--- src/rtl/axi4l_regfile.sv ---
// rtl/axi4l_regfile.sv - AXI4-Lite slave register bank with strobed writes and per-register write pulses
// Optional AXI4L_REGFILE_SLVERR_EN: out-of-range accesses answer SLVERR instead of OKAY.
module axi4l_regfile #(
  parameter int                    DATA_WIDTH  = 32,
  parameter int                    ADDR_WIDTH  = 32,
  parameter int                    NUM_REGS    = 16,
  parameter logic [DATA_WIDTH-1:0] RESET_VALUE = '0
) (
  input  logic                           aclk,
  input  logic                           areset,
  input  logic [ADDR_WIDTH-1:0]          awaddr,
  input  logic [2:0]                     awprot,
  input  logic                           awvalid,
  output logic                           awready,
  input  logic [DATA_WIDTH-1:0]          wdata,
  input  logic [DATA_WIDTH/8-1:0]        wstrb,
  input  logic                           wvalid,
  output logic                           wready,
  output logic [1:0]                     bresp,
  output logic                           bvalid,
  input  logic                           bready,
  input  logic [ADDR_WIDTH-1:0]          araddr,
  input  logic [2:0]                     arprot,
  input  logic                           arvalid,
  output logic                           arready,
  output logic [DATA_WIDTH-1:0]          rdata,
  output logic [1:0]                     rresp,
  output logic                           rvalid,
  input  logic                           rready,
  output logic [NUM_REGS*DATA_WIDTH-1:0] reg_out,
  output logic [NUM_REGS-1:0]            wr_pulse
);

  localparam int STRB_W = DATA_WIDTH / 8;
  localparam int OFS    = $clog2(STRB_W);
  localparam int IW     = $clog2(NUM_REGS);
  localparam logic [ADDR_WIDTH-1:0] ADDR_LIMIT = ADDR_WIDTH'(NUM_REGS * STRB_W);

  localparam logic [1:0] RESP_OKAY = 2'b00;
`ifdef AXI4L_REGFILE_SLVERR_EN
  localparam logic [1:0] RESP_OOR  = 2'b10;
`else
  localparam logic [1:0] RESP_OOR  = 2'b00;
`endif

  localparam logic [1:0] W_IDLE   = 2'd0;
  localparam logic [1:0] W_COMMIT = 2'd1;
  localparam logic [1:0] W_RESP   = 2'd2;
  localparam logic [0:0] R_IDLE   = 1'b0;
  localparam logic [0:0] R_DATA   = 1'b1;

  logic [DATA_WIDTH-1:0] regs_q [NUM_REGS];
  logic [DATA_WIDTH-1:0] regs_d [NUM_REGS];

  logic [1:0]            w_state_q, w_state_d;
  logic                  aw_held_q, aw_held_d;
  logic                  w_held_q, w_held_d;
  logic [ADDR_WIDTH-1:0] awaddr_q, awaddr_d;
  logic [DATA_WIDTH-1:0] wdata_q, wdata_d;
  logic [STRB_W-1:0]     wstrb_q, wstrb_d;
  logic                  bvalid_q, bvalid_d;
  logic [1:0]            bresp_q, bresp_d;
  logic [NUM_REGS-1:0]   wr_pulse_q, wr_pulse_d;

  logic [0:0]            r_state_q, r_state_d;
  logic                  rvalid_q, rvalid_d;
  logic [1:0]            rresp_q, rresp_d;
  logic [DATA_WIDTH-1:0] rdata_q, rdata_d;

  logic [IW-1:0]         w_idx, r_idx;
  logic                  w_in_range, r_in_range;

  wire unused_prot = ^{awprot, arprot};

  assign w_idx      = awaddr_q[OFS +: IW];
  assign w_in_range = (awaddr_q < ADDR_LIMIT);
  assign r_idx      = araddr[OFS +: IW];
  assign r_in_range = (araddr < ADDR_LIMIT);

  // Readies look only at registered state, never at the incoming valids.
  assign awready = (w_state_q == W_IDLE) && !aw_held_q;
  assign wready  = (w_state_q == W_IDLE) && !w_held_q;
  assign arready = (r_state_q == R_IDLE);

  always_comb begin
    w_state_d  = w_state_q;
    aw_held_d  = aw_held_q;
    w_held_d   = w_held_q;
    awaddr_d   = awaddr_q;
    wdata_d    = wdata_q;
    wstrb_d    = wstrb_q;
    bvalid_d   = bvalid_q;
    bresp_d    = bresp_q;
    wr_pulse_d = '0;
    regs_d     = regs_q;
    case (w_state_q)
      W_IDLE: begin
        if (awvalid && awready) begin
          aw_held_d = 1'b1;
          awaddr_d  = awaddr;
        end
        if (wvalid && wready) begin
          w_held_d = 1'b1;
          wdata_d  = wdata;
          wstrb_d  = wstrb;
        end
        if (aw_held_d && w_held_d) begin
          w_state_d = W_COMMIT;
        end
      end
      W_COMMIT: begin
        if (w_in_range) begin
          for (int b = 0; b < STRB_W; b++) begin
            if (wstrb_q[b]) begin
              regs_d[w_idx][b*8 +: 8] = wdata_q[b*8 +: 8];
            end
          end
          wr_pulse_d[w_idx] = 1'b1;
        end
        bvalid_d  = 1'b1;
        bresp_d   = w_in_range ? RESP_OKAY : RESP_OOR;
        aw_held_d = 1'b0;
        w_held_d  = 1'b0;
        w_state_d = W_RESP;
      end
      W_RESP: begin
        if (bready) begin
          bvalid_d  = 1'b0;
          w_state_d = W_IDLE;
        end
      end
      default: w_state_d = W_IDLE;
    endcase
  end

  // Reads sample regs_q directly, so an AR on the commit edge sees the old value.
  always_comb begin
    r_state_d = r_state_q;
    rvalid_d  = rvalid_q;
    rresp_d   = rresp_q;
    rdata_d   = rdata_q;
    if (r_state_q == R_IDLE) begin
      if (arvalid) begin
        rdata_d   = r_in_range ? regs_q[r_idx] : '0;
        rresp_d   = r_in_range ? RESP_OKAY : RESP_OOR;
        rvalid_d  = 1'b1;
        r_state_d = R_DATA;
      end
    end else begin
      if (rready) begin
        rvalid_d  = 1'b0;
        r_state_d = R_IDLE;
      end
    end
  end

  always_ff @(posedge aclk or posedge areset) begin
    if (areset) begin
      for (int i = 0; i < NUM_REGS; i++) begin
        regs_q[i] <= RESET_VALUE;
      end
      w_state_q  <= W_IDLE;
      aw_held_q  <= 1'b0;
      w_held_q   <= 1'b0;
      awaddr_q   <= '0;
      wdata_q    <= '0;
      wstrb_q    <= '0;
      bvalid_q   <= 1'b0;
      bresp_q    <= 2'b00;
      wr_pulse_q <= '0;
      r_state_q  <= R_IDLE;
      rvalid_q   <= 1'b0;
      rresp_q    <= 2'b00;
      rdata_q    <= '0;
    end else begin
      regs_q     <= regs_d;
      w_state_q  <= w_state_d;
      aw_held_q  <= aw_held_d;
      w_held_q   <= w_held_d;
      awaddr_q   <= awaddr_d;
      wdata_q    <= wdata_d;
      wstrb_q    <= wstrb_d;
      bvalid_q   <= bvalid_d;
      bresp_q    <= bresp_d;
      wr_pulse_q <= wr_pulse_d;
      r_state_q  <= r_state_d;
      rvalid_q   <= rvalid_d;
      rresp_q    <= rresp_d;
      rdata_q    <= rdata_d;
    end
  end

  for (genvar g = 0; g < NUM_REGS; g++) begin : g_reg_out
    assign reg_out[g*DATA_WIDTH +: DATA_WIDTH] = regs_q[g];
  end

  assign bvalid   = bvalid_q;
  assign bresp    = bresp_q;
  assign rvalid   = rvalid_q;
  assign rresp    = rresp_q;
  assign rdata    = rdata_q;
  assign wr_pulse = wr_pulse_q;

endmodule

--- config.mk ---
export PLATFORM = sky130hd
export DESIGN_NAME = axi4l_regfile
export DESIGN_NICKNAME = d
export VERILOG_FILES = /design/src/rtl/axi4l_regfile.sv
export SDC_FILE = /design/constraint.sdc
export NUM_CORES = 1
export LEC_CHECK = 0
export CAP_MARGIN = 20
export CORE_AREA = 2 2 262 264
export CTS_CLUSTER_DIAMETER = 100
export DETAILED_ROUTE_END_ITERATION = 12
export DIE_AREA = 0 0 264 266
export PLACE_DENSITY = 0.72
export SYNTH_ARGS = -nofsm -noshare
export SYNTH_HDL_FRONTEND = slang
export SYNTH_SLANG_ARGS = --single-unit
export TNS_END_PERCENT = 50
--- constraint.sdc ---
create_clock -name aclk -period 36.5 [get_ports aclk]
set_input_delay 10.95 -clock aclk [delete_from_list [all_inputs] [get_ports aclk]]
set_output_delay 10.95 -clock aclk [all_outputs]
set_load 0.005 [all_outputs]
==> results.sh, run 1 <==
export IMPL_cts_resized=0
export IMPL_min_period_over_period=0.404
export IMPL_slowest_delay_ns=0.86
export IMPL_grt_antenna_before_repair=3
export IMPL_worstMarginPinSlew_ns=1.17
export IMPL_critPathKind="primary input to async pin"
export IMPL_first_pass_iters=4
export IMPL_cts_sinks=633
export IMPL_yosysTopAreaCell="dfrtp_1"
export IMPL_slew_limit_headroom=0.222
export IMPL_p_leak_nw=18.1
export IMPL_rsz0062_at_grt="false"
export IMPL_finalCriticalPeriod_ns=14.75
export IMPL_synthTopCellsByCount="633 x dfrtp_1, 442 x mux2_2, 171 x mux2_4"
export IMPL_drtIter0Drc=1526
export IMPL_yosysWarnings=0
export IMPL_fin_tns_setup_ns=0
export IMPL_ir_worst_vdd_mv=0.0518
export IMPL_crit_slowest_cell="buf_4"
export IMPL_synthFlopType="dfrtp_1"
export IMPL_grt_max_degree=181
export IMPL_post_synth_main_area_contributors="dfrtp_1 53%, mux2_2 17%, mux2_4 8.7%"
export IMPL_cp_common_cell="buf_4"
export IMPL_crit_buf_inv=7
export IMPL_synth_most_common_cell="dfrtp_1"
export IMPL_path_delay_family="buffers and inverters"
export IMPL_hold_violations=0
export IMPL_hold_path_class="flop to flop"
export IMPL_worst_clock_skew_ns=0.0191
export IMPL_avgSynthCellArea_um2=15.2
export IMPL_endpoint_kind="async pin"
export IMPL_ioPinCount=682
export IMPL_cts_hold_buf=0
export IMPL_synth_top_area_share=0.534
export IMPL_pre_cts_ws_ns=20.69
export IMPL_async_flop_share=1.00
export IMPL_grt_usage=0.294
export IMPL_clk_path_buf_depth=3
export IMPL_finalMaxSlewViolations=0
export IMPL_grt_ovfl_total=0
export IMPL_fillCellCount=5289
export IMPL_rows=96
export IMPL_drtAntennaViolNets=0
export IMPL_crit_chain="clkdlybuf4s50_1 > inv_8 > buf_4 > buf_4 > buf_4 > buf_4 > buf_16"
export IMPL_cts_root_buf="clkbuf_16"
export IMPL_cts_buffers=72
export IMPL_setup_ws_ns=21.75
export IMPL_gp_congestion=0.922
export IMPL_clock_latency_ns=0.63
export IMPL_vias=20400
export IMPL_drive_gt1_frac=0.341
export IMPL_status="finished clean"
export IMPL_fin_nets=2698
export IMPL_max_cap_violations=0
export IMPL_synth_seq_area_share=0.534
export IMPL_core_area_um2=67700
export IMPL_ff_latch_area_um2=15800
export IMPL_path_clk_slew_ns=0.06
export IMPL_cp_data_required_time_ns=37.29
export IMPL_multi_input_area_um2=13100
export IMPL_synth_enable_flop_cells=0
export IMPL_initial_utilization=0.438
export IMPL_cts_setup_buffers=0
export IMPL_p_per_area_nw_per_um2=45.6
export IMPL_fmax_mhz=67.8
export IMPL_grt_pass1_vias=21600
export IMPL_syn_area_um2=29600
export IMPL_die_w_um=264
export IMPL_cts_htree_levels=3
export IMPL_die_height_um=266
export IMPL_die_area_um2=70200
export IMPL_cts_tree="done"
export IMPL_port_buffers=667
export IMPL_yosys_cell_types_count=49
export IMPL_start_kind="primary input"
export IMPL_wl_mm=104
export IMPL_ys_ff_latch=633
export IMPL_grt_pass1_wl_mm=152
export IMPL_crit_fanout=113
export IMPL_wl_per_cell_um=29.5
export IMPL_post_dp_hpwl_mm=71.2
export IMPL_syn_to_final_growth_pct=33.0
export IMPL_route_detailed_drc=0
export IMPL_setup_viol=0
export IMPL_crit_arrival_ns=15.54
export IMPL_netlist_instances=1954
export IMPL_vias_per_cell=5.79
layer usage:
| metal | vias to the layer above | track usage | routed length, µm |
|---|---|---|---|
| met3 | 222 | 0.0789 | 7840 |
| met4 | 4 | 0.129 | 4790 |
| met2 | 804 | 0.484 | 50400 |
| met5 | - | 0 | 22 |
| met1 | 10900 | 0.364 | 40900 |
| li1 | 8536 | - | - |
final timing paths:
check,start,endpoint,slack (ns),cells after the start
hold reg to reg,rdata[31],rdata[31],0.48,2
setup / recovery,areset,awaddr_q[7],21.75,7
setup reg to reg,awaddr_q[25],reg_out[384],32.76,5
min in group asynchronous,areset,reg_out[289],10.86,2
hold / removal,rdata[31],rdata[31],0.48,2
max in group aclk,araddr[2],rdata[9],22.14,7
cells in the final DEF, fill, tap and decap left out, drive strengths merged, types with 3 or more instances in the layout:
| cell type | synthesis | final |
|---|---|---|
| dfrtp | 633 | 633 |
| o22ai | 32 | 32 |
| mux2i | 92 | 92 |
| nand3 | 64 | 64 |
| or4 | 3 | 3 |
| nand2 | 66 | 66 |
| clkbuf | 67 | 108 |
| nor3 | 9 | 9 |
| clkdlybuf4s50 | 0 | 663 |
| clkinv | 0 | 13 |
| nor4 | 12 | 12 |
| inv | 5 | 9 |
| a2bb2oi | 30 | 30 |
| nor4b | 3 | 3 |
| and2 | 14 | 14 |
| o2111ai | 31 | 31 |
| nand2b | 4 | 4 |
| nor2 | 17 | 17 |
| mux4 | 66 | 66 |
| o311ai | 30 | 30 |
| nor2b | 64 | 64 |
| mux2 | 613 | 613 |
| bufinv | 0 | 7 |
| buf | 58 | 32 |
| and3 | 5 | 5 |
| conb | 1 | 4 |
where the power goes:
group          internal (mW)  switching (mW)  total (mW)
Combinational         0.0803          0.0968       0.177
Clock                  0.457           0.304       0.762
Sequential             0.741           0.120       0.861
cells by family (layout without fill, tap and decap cells):
group	Yosys count	count (layout)	synth area share
flops	633	633	0.534
simple gates	270	270	0.0669
mux	771	771	0.336
compound gates	133	133	0.0361
buf+inv	146	832	0.0267
other cells	1	6	0.000127
sequential cells by signal, summed over array words and instances (netlist names):
register   cells
aw_held_q      1
awaddr_q      30
bvalid         1
r_state_q      1
rdata         32
reg_out      512
rvalid         1
w_held_q       1
w_state_q      2
wdata_q       32
wr_pulse      16
wstrb_q        4
per-stage QoR:
step / instances / util / hold WS (ns) / cell area, µm² / power, mW
final: 3527 / 0.582 / 0.483 / 39400 / 1.80
after global routing: 3525 / 0.582 / 0.516 / 39400 / 1.86
after CTS: 3524 / 0.582 / 0.492 / 39400 / 1.81
after detailed placement: 3392 / 0.545 / 0.478 / 36900 / 1.05
after global placement: 3392 / 0.545 / 0.480 / 36900 / 1.04
after floorplan: 1957 / - / 0.459 / 29700 / 0.963
area by class of cell:
| cell class | instances | area share |
|---|---|---|
| antenna | 2 | 0.000127 |
| sequential | 633 | 0.402 |
| clock inverter | 24 | 0.00882 |
| clock buffer | 108 | 0.0542 |
| tap | 882 | 0.0280 |
| timing repair buffer | 695 | 0.175 |
| multi-input combinational | 1178 | 0.331 |
| inverter | 5 | 0.000666 |
worst reg2reg max path: cells and delay by family (launching register included):
family	cells	cell delay (ns)
multiplexers	1	0.50
buffers and inverters	1	0.77
AND/OR/NAND/NOR	3	1.98
flip-flops	1	0.37
Note: power is estimated with default switching activity, not from simulation.
==> inputs of run 2 (changes only) <==
--- a/config.mk
+++ b/config.mk
@@ -6,11 +6,11 @@
 export NUM_CORES = 1
 export LEC_CHECK = 0
 export CAP_MARGIN = 20
-export CORE_AREA = 2 2 262 264
+export CORE_AREA = 2 2 265 267
 export CTS_CLUSTER_DIAMETER = 100
 export DETAILED_ROUTE_END_ITERATION = 12
-export DIE_AREA = 0 0 264 266
-export PLACE_DENSITY = 0.72
+export DIE_AREA = 0 0 267 269
+export PLACE_DENSITY = 0.73
 export SYNTH_ARGS = -nofsm -noshare
 export SYNTH_HDL_FRONTEND = slang
 export SYNTH_SLANG_ARGS = --single-unit
==> constraint.sdc (replaced) <==
create_clock -name aclk -period 12.6 [get_ports aclk]
set_input_delay 3.78 -clock aclk [delete_from_list [all_inputs] [get_ports aclk]]
set_output_delay 3.78 -clock aclk [all_outputs]
set_load 0.005 [all_outputs]
==> results.sh, run 2 (same netlist as run 1, synthesis figures left out) <==
export IMPL_status="finished clean"
export IMPL_fin_nets=2693
export IMPL_cp_data_required_time_ns=13.04
export IMPL_cts_setup_buffers=0
export IMPL_gp_congestion=0.883
export IMPL_cts_hold_buf=0
export IMPL_cts_root_buf="clkbuf_16"
export IMPL_fin_tns_setup_ns=0
export IMPL_cts_resized=0
export IMPL_port_buffers=667
export IMPL_rows=97
export IMPL_worst_clock_skew_ns=0.0202
export IMPL_core_area_um2=69300
export IMPL_ir_worst_vdd_mv=0.107
export IMPL_finalMaxSlewViolations=0
export IMPL_grt_ovfl_total=0
export IMPL_layout_commonest_cell="clkdlybuf4s50_1"
export IMPL_crit_buf_inv=2
export IMPL_critPathKind="primary input to flop"
export IMPL_grt_usage=0.279
export IMPL_start_kind="primary input"
export IMPL_cts_sinks=633
export IMPL_vias=20300
export IMPL_cts_htree_levels=3
export IMPL_first_pass_iters=5
export IMPL_vias_per_cell=5.68
export IMPL_die_height_um=269
export IMPL_grt_max_degree=184
export IMPL_crit_fanout=93
export IMPL_grt_antenna_before_repair=8
export IMPL_path_delay_family="compound AO/OA/AOI/OAI gates"
export IMPL_worstMarginPinSlew_ns=1.23
export IMPL_fmax_mhz=151
export IMPL_slew_limit_headroom=0.167
export IMPL_grt_pass1_wl_mm=147
export IMPL_finalCriticalPeriod_ns=6.63
export IMPL_setup_viol=0
export IMPL_largest_reg_flops=512
export IMPL_cts_buffers=71
export IMPL_crit_arrival_ns=7.07
export IMPL_clock_latency_ns=0.61
export IMPL_ioPinCount=682
export IMPL_crit_slowest_cell="o311ai_0"
export IMPL_syn_to_final_growth_pct=33.0
export IMPL_slowest_delay_ns=1.09
export IMPL_drtAntennaViolNets=0
export IMPL_hold_ws_ns=0.498
export IMPL_crit_chain="buf_8 > buf_12 > mux4_2 > nor2b_1 > o311ai_0 > a2bb2oi_1"
export IMPL_endpoint_kind="flop"
export IMPL_grt_pass1_vias=21000
export IMPL_initial_utilization=0.428
export IMPL_fillCellCount=5431
export IMPL_wl_mm=102
export IMPL_die_w_um=267
export IMPL_hold_violations=0
export IMPL_die_area_um2=71800
export IMPL_rsz0062_at_grt="false"
export IMPL_wl_per_cell_um=28.6
export IMPL_p_leak_nw=18.0
export IMPL_max_cap_violations=0
export IMPL_hold_path_class="flop to flop"
export IMPL_p_per_area_nw_per_um2=129
export IMPL_min_period_over_period=0.526
export IMPL_path_clk_slew_ns=0.06
export IMPL_drive_gt1_frac=0.341
export IMPL_post_dp_hpwl_mm=71.1
export IMPL_route_detailed_drc=0
export IMPL_drtIter0Drc=1531
export IMPL_cts_tree="done"
export IMPL_final_cell_mix="663 x clkdlybuf4s50_1, 633 x dfrtp_1, 442 x mux2_2"
export IMPL_clk_path_buf_depth=3
==> run 2: layer usage <==
metal  routed length (µm)  vias up  global-route usage
met4                 5430       10               0.145
li1                     -     8540                   -
met1                39200    10600               0.339
met2                49500      864               0.458
met3                 8040      249              0.0768
met5                   65        -                   0
==> run 2: metrics by stage <==
step / setup WS, ns / cell area [µm²] / utilization / power, mW / std cells
floorplan: 0.175 / 29700 / - / 2.79 / 1957
global placement: 5.57 / 37000 / 0.534 / 2.98 / 3445
detailed placement: 5.52 / 37000 / 0.534 / 3.02 / 3446
CTS: 6.16 / 39400 / 0.569 / 5.14 / 3574
global route: 5.97 / 39400 / 0.569 / 5.30 / 3577
finish: 5.97 / 39400 / 0.569 / 5.11 / 3577
==> run 2: path summary, 6_finish.rpt <==
kind / from / endpoint / slack, ns / cells after the start
max in group asynchronous: areset / reg_out[371] / 7.23 / 4
hold / removal: rdata[31] / rdata[31] / 0.50 / 2
setup / recovery: araddr[2] / rdata[2] / 5.97 / 6
min in group asynchronous: areset / rvalid / 3.40 / 2
hold reg to reg: rdata[31] / rdata[31] / 0.50 / 2
setup reg to reg: w_state_q[1] / reg_out[11] / 9.00 / 5
==> run 2: worst reg2reg max path, cell delays in order (launching register included) <==
cell and delay (ns):
dfrtp_1 0.45, nor4b_1 0.32, and4_4 0.74, buf_4 0.77, nand3_1 0.72, mux2_2 0.48
==> run 2: report_power, final <==
group	internal (mW)	total [mW]	switching, mW
logic	0.230	0.484	0.254
registers	2.15	2.50	0.355
clock network	1.24	2.12	0.875
==> run 2: layout make-up <==
cell class | instances | area (µm²) | share of cell area
Sequential cell | 633 | 15800 | 0.402
Clock buffer | 101 | 2080 | 0.0528
Multi-Input combinational cell | 1178 | 13100 | 0.331
Clock inverter | 27 | 313 | 0.00793
Inverter | 5 | 22.5 | 0.000571
Timing Repair Buffer | 691 | 6940 | 0.176
Antenna cell | 2 | 5.00 | 0.000127
Tap cell | 940 | 1180 | 0.0298
